`config.mk`:
```
export PLATFORM = sky130hd
export DESIGN_NAME = regfile_wport_ctrl
export DESIGN_NICKNAME = d
export VERILOG_FILES = /design/src/rtl/regfile_wport_ctrl_pkg.sv /design/src/rtl/regfile_wport_ctrl_scoreboard.sv /design/src/rtl/regfile_wport_ctrl.sv
export SDC_FILE = /design/constraint.sdc
export NUM_CORES = 1
export LEC_CHECK = 0
export CAP_MARGIN = 20
export CORE_UTILIZATION = 38
export CTS_CLUSTER_SIZE = 12
export DETAILED_ROUTE_END_ITERATION = 7
export HOLD_SLACK_MARGIN = 0.12
export PLACE_DENSITY = 0.83
export SYNTH_ARGS = -nofsm -noshare
export SYNTH_HDL_FRONTEND = slang
export SYNTH_HIERARCHICAL = 1
export SYNTH_SLANG_ARGS = --single-unit
```
`constraint.sdc`:
```
create_clock -name clk -period 3.75 [get_ports clk]
set_input_delay 0.9375 -clock clk [delete_from_list [all_inputs] [get_ports clk]]
set_output_delay 0.9375 -clock clk [all_outputs]
set_load 0.05 [all_outputs]
```
`src/rtl/regfile_wport_ctrl_pkg.sv`:
```
// Shared definitions for the register-file write-port controller.
//   REG_ADDR_WIDTH / REG_DATA_WIDTH : default register address / data widths
//   REG_COUNT                       : number of architectural registers
//   MAX_WAIT_DEFAULT                : default refusal budget before the MDU is forced
//   WAIT_CNT_WIDTH                  : width of the MDU refusal counter
//   grant_e                         : which writer owns the write port this cycle
package regfile_wport_ctrl_pkg;

    localparam int REG_ADDR_WIDTH   = 5;
    localparam int REG_DATA_WIDTH   = 32;
    localparam int REG_COUNT        = 32;
    localparam int MAX_WAIT_DEFAULT = 4;
    localparam int WAIT_CNT_WIDTH   = 4;

    typedef enum logic [1:0] {
        GRANT_NONE = 2'd0,
        GRANT_WB   = 2'd1,
        GRANT_MD   = 2'd2
    } grant_e;

    // Increment that sticks at the limit instead of wrapping.
    function automatic logic [WAIT_CNT_WIDTH-1:0] wait_sat_inc(
        input logic [WAIT_CNT_WIDTH-1:0] cnt,
        input logic [WAIT_CNT_WIDTH-1:0] limit
    );
        return (cnt >= limit) ? limit : cnt + WAIT_CNT_WIDTH'(1);
    endfunction

endpackage

```
`src/rtl/regfile_wport_ctrl_scoreboard.sv`:
```
// Busy scoreboard for registers with an outstanding MDU result.
// Ports:
//   clk, rst_n            : clock, asynchronous active-low reset
//   issue, issue_addr     : MDU issue request and its destination
//   clr, clr_addr         : MDU result written this cycle and its destination
//   rd_addr_a, rd_addr_b  : read-channel addresses to look up
//   issue_block           : issue refused because destination is already busy
//   hazard_a, hazard_b    : read-channel register busy
//   busy                  : registered busy vector (bit 0 always 0)
module regfile_scoreboard
    import regfile_wport_ctrl_pkg::*;
#(
    parameter int ADDR_WIDTH = REG_ADDR_WIDTH
) (
    input  logic                  clk,
    input  logic                  rst_n,
    input  logic                  issue,
    input  logic [ADDR_WIDTH-1:0] issue_addr,
    input  logic                  clr,
    input  logic [ADDR_WIDTH-1:0] clr_addr,
    input  logic [ADDR_WIDTH-1:0] rd_addr_a,
    input  logic [ADDR_WIDTH-1:0] rd_addr_b,
    output logic                  issue_block,
    output logic                  hazard_a,
    output logic                  hazard_b,
    output logic [REG_COUNT-1:0]  busy
);

    logic                 set_req;
    logic [REG_COUNT-1:0] busy_next;

    // Lookups use the registered vector, so a register completing this cycle
    // still reads as busy until the edge that writes it.
    assign issue_block = issue && (issue_addr != '0) && busy[issue_addr];
    assign hazard_a    = (rd_addr_a != '0) && busy[rd_addr_a];
    assign hazard_b    = (rd_addr_b != '0) && busy[rd_addr_b];
    assign set_req     = issue && !issue_block && (issue_addr != '0);

    // Clear first, then set: a new issue to the register completing on the
    // same edge leaves it busy.
    always_comb begin
        busy_next = busy;
        if (clr) begin
            busy_next[clr_addr] = 1'b0;
        end
        if (set_req) begin
            busy_next[issue_addr] = 1'b1;
        end
        busy_next[0] = 1'b0;
    end

    always_ff @(posedge clk or negedge rst_n) begin
        if (!rst_n) begin
            busy <= '0;
        end else begin
            busy <= busy_next;
        end
    end

endmodule

```
`src/rtl/regfile_wport_ctrl.sv`:
```
// Write-port controller in front of the 32x32 register file.
// Shares the single write port between the WB stage and the MDU, tracks
// registers with outstanding MDU results and flags read hazards.
// Ports:
//   clk, rst_n                       : clock, asynchronous active-low reset
//   wb_en/wb_addr/wb_data, stall_wb  : WB write request, refused-this-cycle flag
//   md_issue/md_issue_addr           : MDU issue and destination
//   issue_block                      : issue refused (destination busy)
//   md_valid/md_addr/md_data         : MDU result request
//   md_ready                         : MDU result written this cycle
//   rd_addr_a/b, hazard_a/b          : read-channel hazard lookups
//   en_w/addr_w/data_w               : register-file write port
//   busy                             : scoreboard vector (debug)
module regfile_wport_ctrl
    import regfile_wport_ctrl_pkg::*;
#(
    parameter int MAX_WAIT   = MAX_WAIT_DEFAULT,
    parameter int ADDR_WIDTH = REG_ADDR_WIDTH,
    parameter int DATA_WIDTH = REG_DATA_WIDTH
) (
    input  logic                  clk,
    input  logic                  rst_n,
    input  logic                  wb_en,
    input  logic [ADDR_WIDTH-1:0] wb_addr,
    input  logic [DATA_WIDTH-1:0] wb_data,
    output logic                  stall_wb,
    input  logic                  md_issue,
    input  logic [ADDR_WIDTH-1:0] md_issue_addr,
    output logic                  issue_block,
    input  logic                  md_valid,
    input  logic [ADDR_WIDTH-1:0] md_addr,
    input  logic [DATA_WIDTH-1:0] md_data,
    output logic                  md_ready,
    input  logic [ADDR_WIDTH-1:0] rd_addr_a,
    input  logic [ADDR_WIDTH-1:0] rd_addr_b,
    output logic                  hazard_a,
    output logic                  hazard_b,
    output logic                  en_w,
    output logic [ADDR_WIDTH-1:0] addr_w,
    output logic [DATA_WIDTH-1:0] data_w,
    output logic [REG_COUNT-1:0]  busy
);

    localparam logic [WAIT_CNT_WIDTH-1:0] WAIT_LIMIT = WAIT_CNT_WIDTH'(MAX_WAIT);

    logic [WAIT_CNT_WIDTH-1:0] wait_cnt;
    logic                      force_grant;
    grant_e                    grant;

    // Once the MDU has been refused MAX_WAIT cycles in a row it takes the
    // port even against WB, so a busy WB stream cannot starve it.
    assign force_grant = md_valid && (wait_cnt == WAIT_LIMIT);

    always_comb begin
        grant = GRANT_NONE;
        if (md_valid && (!wb_en || force_grant)) begin
            grant = GRANT_MD;
        end else if (wb_en) begin
            grant = GRANT_WB;
        end
    end

    always_comb begin
        en_w     = 1'b0;
        addr_w   = '0;
        data_w   = '0;
        md_ready = 1'b0;
        stall_wb = 1'b0;
        case (grant)
            GRANT_MD: begin
                en_w     = 1'b1;
                addr_w   = md_addr;
                data_w   = md_data;
                md_ready = 1'b1;
                stall_wb = wb_en;
            end
            GRANT_WB: begin
                en_w   = 1'b1;
                addr_w = wb_addr;
                data_w = wb_data;
            end
            default: ;
        endcase
    end

    always_ff @(posedge clk or negedge rst_n) begin
        if (!rst_n) begin
            wait_cnt <= '0;
        end else if (md_valid && !md_ready) begin
            wait_cnt <= wait_sat_inc(wait_cnt, WAIT_LIMIT);
        end else begin
            wait_cnt <= '0;
        end
    end

    regfile_scoreboard #(
        .ADDR_WIDTH (ADDR_WIDTH)
    ) u_scoreboard (
        .clk         (clk),
        .rst_n       (rst_n),
        .issue       (md_issue),
        .issue_addr  (md_issue_addr),
        .clr         (md_ready),
        .clr_addr    (md_addr),
        .rd_addr_a   (rd_addr_a),
        .rd_addr_b   (rd_addr_b),
        .issue_block (issue_block),
        .hazard_a    (hazard_a),
        .hazard_b    (hazard_b),
        .busy        (busy)
    );

endmodule

```
Word-level counts from Yosys, hierarchy flattened. Cells that the tools add are included.

Add/sub/neg operators: 1. Muxes and demuxes: 21. Bitwise logic cells: 3. Reduce and logical (&&, ||, !) cells: 19. Eq/ne operators: 3. Order comparisons: 7.

Operators by type and width (count): two-way mux 32 bit (2); one-hot mux 32 bit (2 select lines) (1); bitwise AND 32 bit (1); NOT 32 bit (1); bitwise OR 32 bit (1); < comparator 5 x 6 -> 1 bit (second input constant) (4); binary-select mux 1 bit (select 5 bit) (3); nonzero test 5 bit (3); logical AND 1 bit (11); demux 1 bit (select 5 bit) (2); >= comparator 5 x 1 -> 1 bit (second input constant) (2); one-hot mux 5 bit (2 select lines) (1); two-way mux 1 bit (9); two-way mux 4 bit (2); adder 4 x 1 -> 4 bit (second input constant) (1); equality test 4 x 3 -> 1 bit (second input constant) (1); >= comparator 4 x 3 -> 1 bit (second input constant) (1); zero test 1 bit (3); equality test 2 x 1 -> 1 bit (second input constant) (1); equality test 2 bit (second input constant) (1); two-way mux 2 bit (1); OR reduction 2 bit (1); logical OR 1 bit (1).

Output and inout port bits: 75. Word-level logic and storage cells: 56. Input bits: 94. Bits in registers: 35.

Logic depth before layout (Yosys ltp).
Word-level depth: 10. Depth in mapped cells: 8. Depth with buffers taken out: 7.

By module. Netlist, hierarchy kept.

Modules (own cells, without submodules): regfile_scoreboard (cells an instance 200, area each 2204.6 um^2, times used 1, seq. area each 775.7 um^2); regfile_wport_ctrl (cells an instance 67, area each 610.6 um^2, times used 1, seq. area each 100.1 um^2).

Least setup slack after synthesis. No wires, ideal clock.

Kind: input to output. From: input port md_issue_addr[1]. To: output port issue_block. Path slack: 83 ps. Data required time: 2812 ps. Data arrival time: 2730 ps. Stages: 6. Path buffers: 2. Cells stage by stage: clkbuf_1 buf_2 mux2i_1 nor3_1 a211oi_1 a31oi_1.

Cells in the longest elaborated chain, start to end: 3. Elaborated cells on any way between the ends: 5. Classes of those cells: mux: 2; reduce/logical: 3.

Ends and longest elaborated chain: start: declaration (RTL line regfile_wport_ctrl.sv:28) `input logic [ADDR_WIDTH-1:0] md_issue_addr,`; binary-select mux 1 bit (select 5 bit) / nonzero test 5 bit (equally long branches) (RTL line regfile_wport_ctrl_scoreboard.sv:34) `assign issue_block = issue && (issue_addr != '0) && busy[issue_addr];`; two-way mux 1 bit (not written as such) / logical AND 1 bit (equally long branches) (RTL line regfile_wport_ctrl_scoreboard.sv:34); logical AND 1 bit * (RTL line regfile_wport_ctrl_scoreboard.sv:34); end: declaration (RTL line regfile_wport_ctrl.sv:29) `output logic issue_block,`.

Every way passes the cells marked *; elsewhere a longest branch is shown, timed or not. The select of a mux whose other input is x is not followed.

Worst setup path in the final report. Ends and elaborated chain as after synthesis.

==> impl_table.tex <==
\begin{tabular}{lr}
\hline
Metric & Value \\
\hline
\multicolumn{2}{l}{\textbf{Synthesis}} \\
\quad Cell type with the highest aggregate area in the netlist & dfrtp\_1 \\
\quad Synth Net Count & 363 \\
\quad Proportion of register bits with asynchronous set or reset after synthesis & 100\% \\
\quad Synthesis-stage register bit count & 35 \\
\quad Synthesis Warnings & 6 \\
\quad Top cells by area in the synthesized netlist & dfrtp\_1, mux4\_2, a22o\_1 \\
\quad Top-count cell post-synth & o21ai\_0 \\
\quad Fraction of post-synthesis cell area in the top cell type by area & 31.1\% \\
\quad Top flip-flop cell by instance count after synthesis & dfrtp\_1 \\
\quad Leading post-synthesis cells by instance count & o21ai\_0, a22o\_1, dfrtp\_1 \\
\quad Number of flops mapped to enable cells by yosys & 0 \\
\quad Area of the mapped netlist & 2820 µm² \\
\quad Post-Synthesis Cells & 267 \\
\quad Number of distinct library cell variants in the gate-level netlist after synthesis & 43 \\
\quad Mean post-synth cell area & 10.5 µm² \\
\quad Sequential share of the synthesized area & 31.1\% \\
\multicolumn{2}{l}{\textbf{Global route}} \\
\quad Congestion Overflow GR & 0 \\
\quad Wire length of the first global-routing pass & 17.3 mm \\
\quad GRT Overall Usage & 29.9\% \\
\quad Via count of the first global-routing pass & 3,479 \\
\quad Number of antenna violations at the first check in global routing & 1 \\
\quad Largest net degree at the start of global routing & 38 \\
\multicolumn{2}{l}{\textbf{Placement}} \\
\quad Input/output buffers & 167 \\
\quad Final GP Congestion & 0.946 \\
\quad Total half-perimeter wirelength after legalization and detailed placement & 9.00 mm \\
\quad Dpl cell area & 5080 µm² \\
\multicolumn{2}{l}{\textbf{Final layout}} \\
\quad Synthesis-to-layout area growth & 84.5\% \\
\quad Fraction of final layout cells sized beyond drive strength 1 & 25.0\% \\
\quad Finished Cell Area & 5190 µm² \\
\quad Net count, final & 543 \\
\multicolumn{2}{l}{\textbf{Timing}} \\
\quad Post-layout minimum cycle time & 3770 ps \\
\quad Count of final hold-check violations & 0 \\
\quad RSZ-0062 raised after global routing & true \\
\quad Final TNS setup & -23.7 ps \\
\quad Crit share post-route & 101\% \\
\quad Max transition margin & 64.7\% \\
\quad Final WS setup & -23.7 ps \\
\quad Setup-failing EPs final & 1 \\
\quad Actual transition at the worst max-transition pin & 527 ps \\
\quad Max-slew violation count & 0 \\
\quad Max Clk Rate & 265 MHz \\
\quad Clock skew after layout & 8.76 ps \\
\multicolumn{2}{l}{\textbf{CTS}} \\
\quad Worst-Skew Late Latency & 290 ps \\
\quad Clock-pin slew on the worst setup and hold paths & 70 ps \\
\quad Sink Count & 35 \\
\quad Hold-fix buffers, CTS & 0 \\
\quad H-tree depth & 2 \\
\quad CTS tree & done \\
\quad Maximum number of buffers from clock root to sink & 2 \\
\quad Number of buffers inserted during clock tree synthesis & 5 \\
\quad Master cell of the clock root buffer & clkbuf\_8 \\
\multicolumn{2}{l}{\textbf{Detailed routing}} \\
\quad Number of detailed-routing iterations run before antenna repair & 5 \\
\quad DRC violations left & 0 \\
\quad Number of DRC markers after the initial detailed-route iteration & 449 \\
\quad Via count & 3,345 \\
\quad Per-cell via count in the routed design & 6.10 \\
\quad WL per Instance & 21.1 µm \\
\quad Count of antenna-violating nets left after detailed routing & 0 \\
\quad Total length of routed wires & 11.6 mm \\
\multicolumn{2}{l}{\textbf{Die}} \\
\quad Starting density of the core & 39.0\% \\
\quad IO Pins & 169 \\
\quad Die Span X & 88.1 µm \\
\quad Std-Cell Rows & 31 \\
\quad Die Area & 7760 µm² \\
\quad Die Span Y & 88.1 µm \\
\quad Area of the core & 7210 µm² \\
\multicolumn{2}{l}{\textbf{Critical path}} \\
\quad Critical path class & in2out \\
\quad Required time of the critical path & 2810 ps \\
\quad Critical Path End Type & output port \\
\quad Critical Path Source & md\_issue\_addr[1] \\
\quad Critical Path Sink & issue\_block \\
\quad Register-to-Register Path Depth & 8 \\
\quad Crit Path Max Fanout & 9 \\
\quad Launch instance of the worst register-to-register path & wait\_cnt[0] \\
\quad Terminus of the critical flop-to-flop path & u\_scoreboard/busy[12] \\
\quad Sort of element at the start of the critical path & input pin \\
\quad Worst setup slack for register-to-register paths & 1250 ps \\
\quad Data arrival time at the worst-slack endpoint & 2840 ps \\
\multicolumn{2}{l}{\textbf{Run status}} \\
\quad Run status & finished, violations left \\
\quad Violated checks & setup timing \\
\multicolumn{2}{l}{\textbf{Power}} \\
\quad Highest ir drop seen on vdd & 0.000214 V \\
\quad Leakage Power & 2.14 nW \\
\quad Pwr per Cell Area & 437 nW/µm² \\
\multicolumn{2}{l}{\textbf{Run}} \\
\quad Maximum capacitance violations & 0 \\
\multicolumn{2}{l}{\textbf{Min path}} \\
\quad Worst hold-check path type & reg2reg \\
\hline
\end{tabular}
report_power, final:
part | leakage, nW | internal, W | switching [W]
registers | 0.429 | 0.000468 | 0.000159
logic | 1.66 | 0.000605 | 0.000777
clock network | 0.0477 | 0.000127 | 0.000135
total | 2.14 | 0.00120 | 0.00107
how the worst min path moves through the flow:
stage / from / end / slack, ps / cells after the start
after floorplan: wait_cnt[0] / wait_cnt[0] / 440 / 1
after global placement: wait_cnt[0] / wait_cnt[0] / 450 / 1
after detailed placement: wait_cnt[0] / wait_cnt[0] / 480 / 1
after CTS: wait_cnt[0] / wait_cnt[0] / 490 / 1
after global routing: wait_cnt[3] / wait_cnt[1] / 530 / 1
final: wait_cnt[0] / wait_cnt[0] / 490 / 1
critical path, stage by stage:
cell and delay [ps]:
clkdlybuf4s50_1 460, buf_4 180, mux2_2 380, a221oi_4 340, a2bb2oi_2 200, a31oi_1 120, buf_4 210
routing by layer:
metal	global-route usage [%]	vias to the layer above	wire length (µm)
li1	-	1438	-
met1	33.8	1574	3920
met2	51.9	288	5940
met3	11.0	45	1380
met4	10.6	0	317
met5	0	-	0
cells by family (layout without fill, tap and decap cells):
logic type	count (synthesis)	count (layout)	share of synthesized area, %
AO/OA/AOI/OAI	116	116	28.5
AND/OR/NAND/NOR	45	45	9.78
multiplexers	39	39	23.4
flip-flops	35	35	31.1
buffers and inverters	28	209	6.09
adder cells (fa/ha/maj)	2	2	0.889
other	2	3	0.267
flip-flops by register name, indices dropped and copies added, names as in the netlist:
signal / cells
u_scoreboard/busy: 31
wait_cnt: 4
area by class of cell:
| type | instances | area [µm²] |
|---|---|---|
| fillers | 511 | 2020 |
| diodes | 1 | 2.50 |
| clock inverters | 3 | 15.0 |
| inverters | 5 | 18.8 |
| multi-input cells | 204 | 1810 |
| well taps | 99 | 124 |
| repair buffers | 196 | 2280 |
| flip-flops and latches | 35 | 876 |
| clock buffers | 5 | 68.8 |
metrics by stage:
step                hold WS [ps]  util (%)  total power, W  instances  setup WS (ps)
detailed placement           481      70.4         0.00199        539           -307
global route                 529      72.0         0.00236        548          -89.7
global placement             452      70.4         0.00195        539           -198
floorplan                    437         -         0.00137        267           82.9
finish                       486      72.0         0.00227        548          -23.7
CTS                          490      71.6         0.00224        547           2.41
what timing repair did:
item / 4_1_cts / 5_1_grt
pin swaps: 0 / 0
resized for setup: 9 / 5
endpoints found under the setup margin: 3 / 3
setup buffers: 0 / 0
placed cells by master (no fill, tap or decap), types with 2 or more instances in the layout:
master           instances
a22o_1                  37
and2_1                   3
buf_12                  40
buf_4                   31
clkbuf_8                 5
clkdlybuf4s50_1        118
clkinv_2                 3
conb_1                   2
dfrtp_1                 35
dlygate4sd2_1            4
ha_1                     2
inv_1                    5
mux2_2                   5
mux2i_1                 14
mux4_1                   3
mux4_2                  17
nand2_1                  8
nand3_1                  5
nand3b_1                 9
nor2_1                   2
nor2b_1                  4
nor3_1                   3
o21ai_0                 49
o31ai_1                 14
o41ai_1                  3
or3b_2                   5
Power figures use the tool's default switching activity.
